## config.mk

```make
export PLATFORM = sky130hd
export DESIGN_NAME = ctrl_unit
export DESIGN_NICKNAME = d
export VERILOG_FILES = /design/src/rtl/ctrl_pkg.sv /design/src/rtl/ctrl_unit_cond_eval.sv /design/src/rtl/ctrl_unit.sv
export SDC_FILE = /design/constraint.sdc
export NUM_CORES = 1
export LEC_CHECK = 0
export CAP_MARGIN = 20
export CORE_ASPECT_RATIO = 2
export CORE_MARGIN = 5
export CORE_UTILIZATION = 43
export DETAILED_ROUTE_END_ITERATION = 10
export GPL_TIMING_DRIVEN = 0
export PLACE_DENSITY = 0.8
export RECOVER_POWER = 100
export SYNTH_ARGS = -nofsm -noshare
export SYNTH_HDL_FRONTEND = slang
export SYNTH_SLANG_ARGS = --single-unit
```

## constraint.sdc

```tcl
create_clock -name clk -period 1.85 [get_ports clk]
set_input_delay 0.37 -clock clk [delete_from_list [all_inputs] [get_ports clk]]
set_output_delay 0.37 -clock clk [all_outputs]
set_load 0.1 [all_outputs]
```

## src/rtl/ctrl_pkg.sv

```systemverilog
// Shared types and encodings for the ctrl_unit sequencer: FSM states, ALU op codes,
// instruction class/extension codes, mux selects and the instruction decoder.
package ctrl_pkg;

   typedef enum logic [2:0] {ST_FETCH, ST_DECODE, ST_EXEC, ST_MEM, ST_FAULT} state_t;
   typedef enum logic [2:0] {OP_ILL, OP_ALU, OP_JAL, OP_JCOND, OP_BCOND, OP_LOAD, OP_STOR} op_kind_t;

   localparam logic [3:0] ALU_ADD = 4'b0000;
   localparam logic [3:0] ALU_SUB = 4'b0001;
   localparam logic [3:0] ALU_CMP = 4'b0010;
   localparam logic [3:0] ALU_AND = 4'b0011;
   localparam logic [3:0] ALU_OR  = 4'b0100;
   localparam logic [3:0] ALU_XOR = 4'b0101;
   localparam logic [3:0] ALU_MOV = 4'b0110;
   localparam logic [3:0] ALU_LSH = 4'b0111;
   localparam logic [3:0] ALU_LUI = 4'b1000;

   // Arithmetic codes: register-class ext field and immediate-class opcode share them.
   localparam logic [3:0] OPC_AND = 4'b0001;
   localparam logic [3:0] OPC_OR  = 4'b0010;
   localparam logic [3:0] OPC_XOR = 4'b0011;
   localparam logic [3:0] OPC_ADD = 4'b0101;
   localparam logic [3:0] OPC_SUB = 4'b1001;
   localparam logic [3:0] OPC_CMP = 4'b1011;
   localparam logic [3:0] OPC_MOV = 4'b1101;
   localparam logic [3:0] OPC_LUI = 4'b1111;

   localparam logic [3:0] CLS_REG   = 4'b0000;
   localparam logic [3:0] CLS_SPEC  = 4'b0100;
   localparam logic [3:0] CLS_SHIFT = 4'b1000;
   localparam logic [3:0] CLS_BCOND = 4'b1100;

   localparam logic [3:0] EXT_LOAD    = 4'b0000;
   localparam logic [3:0] EXT_STOR    = 4'b0100;
   localparam logic [3:0] EXT_JAL     = 4'b1000;
   localparam logic [3:0] EXT_JCOND   = 4'b1100;
   localparam logic [3:0] EXT_LSH     = 4'b0100;
   localparam logic [2:0] EXT_LSHI_HI = 3'b000;

   localparam logic [1:0] PC_INC  = 2'd0;
   localparam logic [1:0] PC_DISP = 2'd1;
   localparam logic [1:0] PC_REG  = 2'd2;
   localparam logic [1:0] WB_ALU  = 2'd0;
   localparam logic [1:0] WB_MEM  = 2'd1;
   localparam logic [1:0] WB_PC   = 2'd2;

   typedef struct packed {
      op_kind_t   kind;
      logic [3:0] alu_op;
      logic       imm;
      logic       wr;
      logic       setf;
   } dec_t;

   localparam dec_t DEC_ILL = '{kind: OP_ILL, alu_op: 4'h0, imm: 1'b0, wr: 1'b0, setf: 1'b0};

   function automatic dec_t arith_dec(input logic [3:0] code, input logic imm);
      dec_t d;
      d = '{kind: OP_ALU, alu_op: ALU_ADD, imm: imm, wr: 1'b1, setf: 1'b0};
      case (code)
         OPC_ADD: d.setf = 1'b1;
         OPC_SUB: begin d.alu_op = ALU_SUB; d.setf = 1'b1; end
         OPC_CMP: begin d.alu_op = ALU_CMP; d.setf = 1'b1; d.wr = 1'b0; end
         OPC_AND: d.alu_op = ALU_AND;
         OPC_OR:  d.alu_op = ALU_OR;
         OPC_XOR: d.alu_op = ALU_XOR;
         OPC_MOV: d.alu_op = ALU_MOV;
         OPC_LUI: if (imm) d.alu_op = ALU_LUI; else d = DEC_ILL;
         default: d = DEC_ILL;
      endcase
      return d;
   endfunction

   function automatic dec_t decode(input logic [15:0] ins);
      dec_t d;
      d = DEC_ILL;
      case (ins[15:12])
         CLS_REG: d = arith_dec(ins[7:4], 1'b0);
         CLS_SPEC: begin
            case (ins[7:4])
               EXT_LOAD:  d.kind = OP_LOAD;
               EXT_STOR:  d.kind = OP_STOR;
               EXT_JAL:   d.kind = OP_JAL;
               EXT_JCOND: d.kind = OP_JCOND;
               default:   d = DEC_ILL;
            endcase
         end
         CLS_SHIFT: begin
            if (ins[7:4] == EXT_LSH)
               d = '{kind: OP_ALU, alu_op: ALU_LSH, imm: 1'b0, wr: 1'b1, setf: 1'b0};
            else if (ins[7:5] == EXT_LSHI_HI)
               d = '{kind: OP_ALU, alu_op: ALU_LSH, imm: 1'b1, wr: 1'b1, setf: 1'b0};
         end
         CLS_BCOND: d.kind = OP_BCOND;
         default: d = arith_dec(ins[15:12], 1'b1);
      endcase
      return d;
   endfunction

endpackage

```

## src/rtl/ctrl_unit_cond_eval.sv

```systemverilog
// CR16 branch condition evaluation over PSR flags {F,L,N,C,Z}; purely combinational.
module cond_eval (
   input  logic [3:0] cond,
   input  logic [4:0] flags,
   output logic       cond_true
);
   logic f, l, n, c, z;
   assign {f, l, n, c, z} = flags;

   always_comb begin
      cond_true = 1'b0;
      case (cond)
         4'b0000: cond_true = z;
         4'b0001: cond_true = !z;
         4'b0010: cond_true = c;
         4'b0011: cond_true = !c;
         4'b0100: cond_true = l;
         4'b0101: cond_true = !l;
         4'b0110: cond_true = n;
         4'b0111: cond_true = !n;
         4'b1000: cond_true = f;
         4'b1001: cond_true = !f;
         4'b1010: cond_true = !z && !l;
         4'b1011: cond_true = z || l;
         4'b1100: cond_true = !z && !n;
         4'b1101: cond_true = z || n;
         4'b1110: cond_true = 1'b1;
         default: cond_true = 1'b0;
      endcase
   end
endmodule

```

## src/rtl/ctrl_unit.sv

```systemverilog
// Multi-cycle FETCH/DECODE/EXEC/MEM control FSM with memory wait timeout into a sticky FAULT.
// Define CTRL_ILLEGAL_TRAP_EN to trap unrecognised encodings to FAULT instead of executing them as NOPs.
module ctrl_unit
   import ctrl_pkg::*;
#(
   parameter int DATA_W    = 16,
   parameter int TO_CYCLES = 8
) (
   input  logic        clk,
   input  logic        reset,
   input  logic [15:0] instruction,
   input  logic [4:0]  flags,
   input  logic        mem_ready,
   output logic        mem_req,
   output logic        mem_we,
   output logic        addr_sel,
   output logic        ir_load,
   output logic        pc_en,
   output logic [1:0]  pc_sel,
   output logic        reg_write,
   output logic [1:0]  wb_sel,
   output logic        imm_sel,
   output logic [3:0]  alu_op,
   output logic        flags_we,
   output logic        fault
);
   if (!((DATA_W == 16) || (DATA_W == 32)) || (TO_CYCLES < 1) || (TO_CYCLES > 255)) begin : g_param_check
      $error("ctrl_unit: DATA_W must be 16 or 32 and TO_CYCLES 1..255");
   end

   // The count that would reach TO_CYCLES on this waiting cycle triggers the timeout.
   localparam logic [7:0] TO_LAST = 8'(TO_CYCLES - 1);

   state_t     state, next;
   logic [7:0] wait_cnt;
   dec_t       dec;
   logic       cond_true;
   logic       timeout;
   logic       unused_bits;

   assign dec         = decode(instruction);
   assign timeout     = !mem_ready && (wait_cnt == TO_LAST);
   assign unused_bits = ^instruction[3:0];

   cond_eval u_cond (
      .cond      (instruction[11:8]),
      .flags     (flags),
      .cond_true (cond_true)
   );

   always_ff @(posedge clk) begin
      if (reset) begin
         state    <= ST_FETCH;
         wait_cnt <= 8'd0;
      end else begin
         state <= next;
         if ((state == ST_FETCH || state == ST_MEM) && next == state)
            wait_cnt <= wait_cnt + 8'd1;
         else
            wait_cnt <= 8'd0;
      end
   end

   always_comb begin
      next      = state;
      mem_req   = 1'b0;
      mem_we    = 1'b0;
      addr_sel  = 1'b0;
      ir_load   = 1'b0;
      pc_en     = 1'b0;
      pc_sel    = PC_INC;
      reg_write = 1'b0;
      wb_sel    = WB_ALU;
      imm_sel   = 1'b0;
      alu_op    = 4'h0;
      flags_we  = 1'b0;
      fault     = 1'b0;
      // Reset overrides the registered state so an in-flight access is dropped immediately.
      if (reset) begin
         next    = ST_FETCH;
         mem_req = 1'b1;
      end else begin
         case (state)
            ST_FETCH: begin
               mem_req = 1'b1;
               if (mem_ready) begin
                  ir_load = 1'b1;
                  pc_en   = 1'b1;
                  next    = ST_DECODE;
               end else if (timeout) begin
                  next = ST_FAULT;
               end
            end
            ST_DECODE: begin
               case (dec.kind)
                  OP_ALU, OP_JAL, OP_JCOND, OP_BCOND: next = ST_EXEC;
                  OP_LOAD, OP_STOR:                   next = ST_MEM;
`ifdef CTRL_ILLEGAL_TRAP_EN
                  default: next = ST_FAULT;
`else
                  default: next = ST_FETCH;
`endif
               endcase
            end
            ST_EXEC: begin
               next = ST_FETCH;
               case (dec.kind)
                  OP_ALU: begin
                     alu_op    = dec.alu_op;
                     imm_sel   = dec.imm;
                     reg_write = dec.wr;
                     flags_we  = dec.setf;
                  end
                  OP_JAL: begin
                     reg_write = 1'b1;
                     wb_sel    = WB_PC;
                     pc_en     = 1'b1;
                     pc_sel    = PC_REG;
                  end
                  OP_JCOND: if (cond_true) begin
                     pc_en  = 1'b1;
                     pc_sel = PC_REG;
                  end
                  OP_BCOND: if (cond_true) begin
                     pc_en  = 1'b1;
                     pc_sel = PC_DISP;
                  end
                  default: ;
               endcase
            end
            ST_MEM: begin
               mem_req  = 1'b1;
               addr_sel = 1'b1;
               mem_we   = (dec.kind == OP_STOR);
               if (mem_ready) begin
                  if (dec.kind == OP_LOAD) begin
                     reg_write = 1'b1;
                     wb_sel    = WB_MEM;
                  end
                  next = ST_FETCH;
               end else if (timeout) begin
                  next = ST_FAULT;
               end
            end
            ST_FAULT: fault = 1'b1;
            default:  next = ST_FETCH;
         endcase
      end
   end
endmodule

```

* Word-level counts from Yosys, hierarchy flattened *
Cells that the tools add are included.

word-level totals
  word-level logic and storage cells = 141
  register bits after elaboration = 11
  output and inout port bits = 17

cells by class
  add/sub/neg operators = 1
  multiplexer cells = 60
  reduce and logical (&&, ||, !) cells = 30
  equal/unequal tests = 47
  bitwise operators = 1

operators by type and width
  kind                 count
  $eq 4x4->1 const B   18
  $pmux 3 s4           3
  $eq 4x3->1 const B   8
  $mux 1               32
  $pmux 4 s7           1
  $eq 4x2->1 const B   6
  $pmux 7 s3           1
  $pmux 3 s6           1
  $pmux 1 s15          1
  $reduce_or 7->1      2
  $eq 3x2->1 const B   4
  $eq 3x3->1 const B   4
  $eq 4x1->1 const B   3
  $logic_not 4->1      3
  $mux 3               4
  $mux 4               3
  $mux 10              1
  $mux 2               5
  $reduce_or 2->1      5
  $add 8x1->8 const B  1
  $eq 8x3->1 const B   1
  $mux 8               1
  $pmux 1 s2           4
  $pmux 2 s2           2
  12 further kinds     25

* Depth between registers and ports, before layout *
  depth in word-level cells = 13
  mapped depth = 7

* Cells and area by module *
Synthesis repeated with hierarchy kept, for this count alone.

second synthesis, totals
  cell total of the unflattened synthesis = 196
  area total of the unflattened synthesis = 1408.9 µm²

by module, submodules not included
  module     times used  sequential area each (µm²)  area an instance (µm²)  cells an instance
  ctrl_unit  1           220.2                       1228.7                  171
  cond_eval  1           0.0                         180.2                   25

* Worst setup path before layout *
No wires, ideal clock.

  path kind = register to output
  start point = register state[2]
  end point = output mem_we
  stages on the path, launching flop included = 5
  path buffers = 1
  data arrival time = 5.074 ns
  required time = 1.480 ns
  setup slack = -3.594 ns
  path through = dfxtp_1 buf_2 nand3b_1 nor2_1 nor4b_1

between the ends
  word-level cells in the longest chain between the ends = 3

RTL lines
  element                   RTL line         text
  start: declaration        ctrl_unit.sv:34  state_t state, next;
  start signal: assignment  ctrl_unit.sv:56  state <= next;
  $eq 3x2->1                ctrl_unit.sv:83  case (state)
  $mux 1                    ctrl_unit.sv:83
  $mux 1                    ctrl_unit.sv:79  if (reset) begin
  end: declaration          ctrl_unit.sv:15  output logic mem_we,

Every way passes these cells.

* Worst setup path after layout *
  start point = input instruction[14]
  end point = output alu_op[0]

between the ends
  word-level cells in the longest chain between the ends = 8

RTL lines
  element                             RTL line          text
  start: declaration                  ctrl_unit.sv:11   input logic [15:0] instruction,
  $eq 4x4->1 (tied with other cells)  ctrl_pkg.sv:60    case (code)
  $reduce_or 8->1 (no source line)    n/a
  $mux 1                              n/a
  $pmux 3 s4                          ctrl_pkg.sv:77    case (ins[15:12])
  $eq 3x1->1                          ctrl_unit.sv:107  case (dec.kind)
  $mux 4 (*)                          ctrl_unit.sv:107
  $mux 4 (*)                          ctrl_unit.sv:83
  $mux 4 (*)                          ctrl_unit.sv:79
  end: declaration                    ctrl_unit.sv:23   output logic [3:0] alu_op,

Mark *: on every way between the ends. The rest lies on a longest branch, timed or not.

==> metrics.md <==
| Metric | Value |
|---|---|
| Outcome | complete, but fails checks |
| Failing checks | negative setup slack |
| # diodes | 0 |
| GRT overflow | 0 |
| Drt pass-1 iters | 4 |
| Number of flops mapped to enable cells by yosys | 0 |
| TNS Setup | -5460 ps |
| Leak | 0.982 nW |
| Worst min path class | input pin to flop |
| Vias per cell | 6.16 |
| Synth unique cells | 63 |
| Headroom to the max-slew limit | 0.619 |
| Yosys warns | 0 |
| Die area | 0.00459 mm^2 |
| Crit. End Element | primary output |
| CTS Hold Bufs | 0 |
| Pwr Density | 363 mW/mm^2 |
| Arr. time, crit path | roughly 2000 ps |
| Initial Util | 0.446 |
| Synth cell count leaders | nor2_1, nand2_1, dfxtp_1, nand3_1, a21oi_1 |
| Syn Inst Count | 186 |
| Clock Tree Buf Depth | 2 |
| Vias in the first global route | 1,709 |
| Achievable Freq | 421 MHz |
| Hold Slack | 360 ps |
| Total GRT Usage | 0.221 |
| Top cells by area, synth | dfxtp_1, nor2_1, xor2_1, buf_6, nand3_1 |
| Max Cap Violations | 0 |
| Asr flop ratio synth | 0 |
| Num CTS Buffers | 3 |
| Number of port buffers | 31 |
| Post-layout nets | 277 |
| Dpl ws | -2220 ps |
| Top-count cell post-synth | nor2_1 |
| Share of the synthesized area in the top cell type | 0.156 |
| Fin crit share | 1.28 |
| Core ar. | 0.00316 mm^2 |
| Clock-pin slew on the worst setup and hold paths | 50 ps |
| Clock skew | 1.59 ps |
| Primary FF master, synth | dfxtp_1 |
| Area Growth Syn to Fin | 82.9% |
| Syn avg cell area | 7.57 um^2 |
| Worst-margin pin slew | ~560 ps |
| Routed vias | 1,737 |
| Syn_nets | around 210 |
| # setup viols final | 15 |
| Final ANT Viol Nets | 0 |
| Minimum clock period after layout | 2380 ps |
| Max FO, Critical Path | 6 |
| DIE WIDTH | 50.5 um |
| Clk_lat worst skew | about 240 ps |
| Hpwl dp | 3.13 mm |
| Mapped cell area | roughly 0.0014 mm^2 |
| Row cnt | 29 |
| Root Driver | clkbuf_8 |
| DRC violations left | 0 |
| Post-synth top area cell | dfxtp_1 |
| Initial antenna violation count | 0 |
| RSZ-0062 raised after global routing | yes |
| GPL Wtd Cong | roughly 0.9 |
| Final setup margin | -526 ps |
| Initial detailed-routing violation count | 44 |
| Die Height | 91.0 um |
| Hold path cells | 2 |
| #FFs+latches synth | 11 |
| Boundary pin count | 41 |
| Wire length per cell | just over 20 um |
| R2R cell count | 6 |
| Post-synthesis sequential area ratio | 0.156 |
| # H-tree levels | 1 |
| Count of pins over their slew limit | 0 |
| Critical Path Start Type | input pin |
| Maximum vdd ir drop | approximately 450 uV |
| Critical path class | input pin to primary output |
| Worst Path Required | 1480 ps |
| Routed wire length | 5.70 mm |
| Layout cells sized above 1 | 0.522 |
| Sink Count | 11 |
| Final hold violations | 0 |
| First-pass GRT wire length | 8.14 mm |
| TritonCTS clock tree | yes |
| Largest net degree at the start of global routing | 11 |
## flip-flops by register name (all words and copies together), names as in the netlist
| register | count |
|---|---|
| wait_cnt | 8 |
| state | 3 |
## cell families after synthesis
logic type,after synthesis,share of synthesized area
compound gates,52,0.300
flops,11,0.156
buf+inv,20,0.0897
fa+ha+maj,1,0.00888
mux,3,0.0302
simple gates,89,0.353
xor+xnor,10,0.0622
## timing repair
item	in CTS	in global routing
endpoints found under the setup margin	26	24
pin swaps	26	21
resized for setup	228	36
buffers inserted	24	6
cloned	1	0
## final timing paths
check / slack (ps) / endpoint / startpoint
setup / recovery: -530 / alu_op[0] / instruction[14]
hold / removal: 360 / state[2] / reset
setup reg to reg: 0 / wait_cnt[6] / wait_cnt[0]
hold reg to reg: 500 / wait_cnt[0] / wait_cnt[0]
## cell type report
cell class                 instances  area (um^2)
buffer                            12          165
clock buffer                       4         45.0
fill                             163          581
inverter                           7         30.0
multi-input combinational        155         1400
sequential                        11          221
tap                               31         38.8
timing repair buffer              62          678
## power breakdown
| group | switching, mW | internal, mW | total (mW) | leakage (nW) |
|---|---|---|---|---|
| sequential | 0.00519 | 0.242 | 0.247 | 0.0896 |
| combinational | 0.243 | 0.202 | 0.445 | 0.870 |
| clock | 0.0924 | 0.151 | 0.244 | 0.0228 |
| total | 0.340 | 0.595 | 0.936 | 0.982 |
## cells in the final DEF (no fill, tap or decap), drive strengths merged, types with 2 or more instances in the layout
master	instances
dfxtp	11
clkbuf	12
a21oi	9
a21boi	2
nor4	3
nand3	12
inv	6
buf	65
nand2	14
xnor2	2
nor4b	5
o21a	2
nand2b	4
nor3	5
mux2i	2
nor2b	3
a2111oi	2
xor2	8
o22ai	2
and2	2
a211oi	2
a21bo	2
nor3b	2
and3	4
nand4	2
o211ai	4
a22o	2
o21ai	11
nor2	29
## per-layer routing
metal	wire (um)	track usage
met1	1920	0.220
met2	3280	0.418
met3	185	0.00984
met4	308	0.134
met5	0	0
## stage by stage
| stage | area (um^2) | util | cells | total power, mW |
|---|---|---|---|---|
| 2_1_floorplan | 1620 | - | 186 | 0.488 |
| 3_3_place_gp | 1960 | 0.622 | 248 | 0.571 |
| 3_5_place_dp | 1960 | 0.622 | 248 | 0.574 |
| 4_1_cts | 2420 | 0.767 | 276 | 0.893 |
| 5_1_grt | 2580 | 0.816 | 282 | 0.981 |
| 6_report | 2580 | 0.816 | 282 | 0.936 |
## worst max-delay path, stage by stage
cell       delay, ps
buf_12           110
nand2b_4         130
a2111o_1         480
nand4_4          180
o211ai_4          90
buf_12           150
a2111oi_4        210
buf_6            270
No activity file was read; power rests on OpenSTA's default activity.
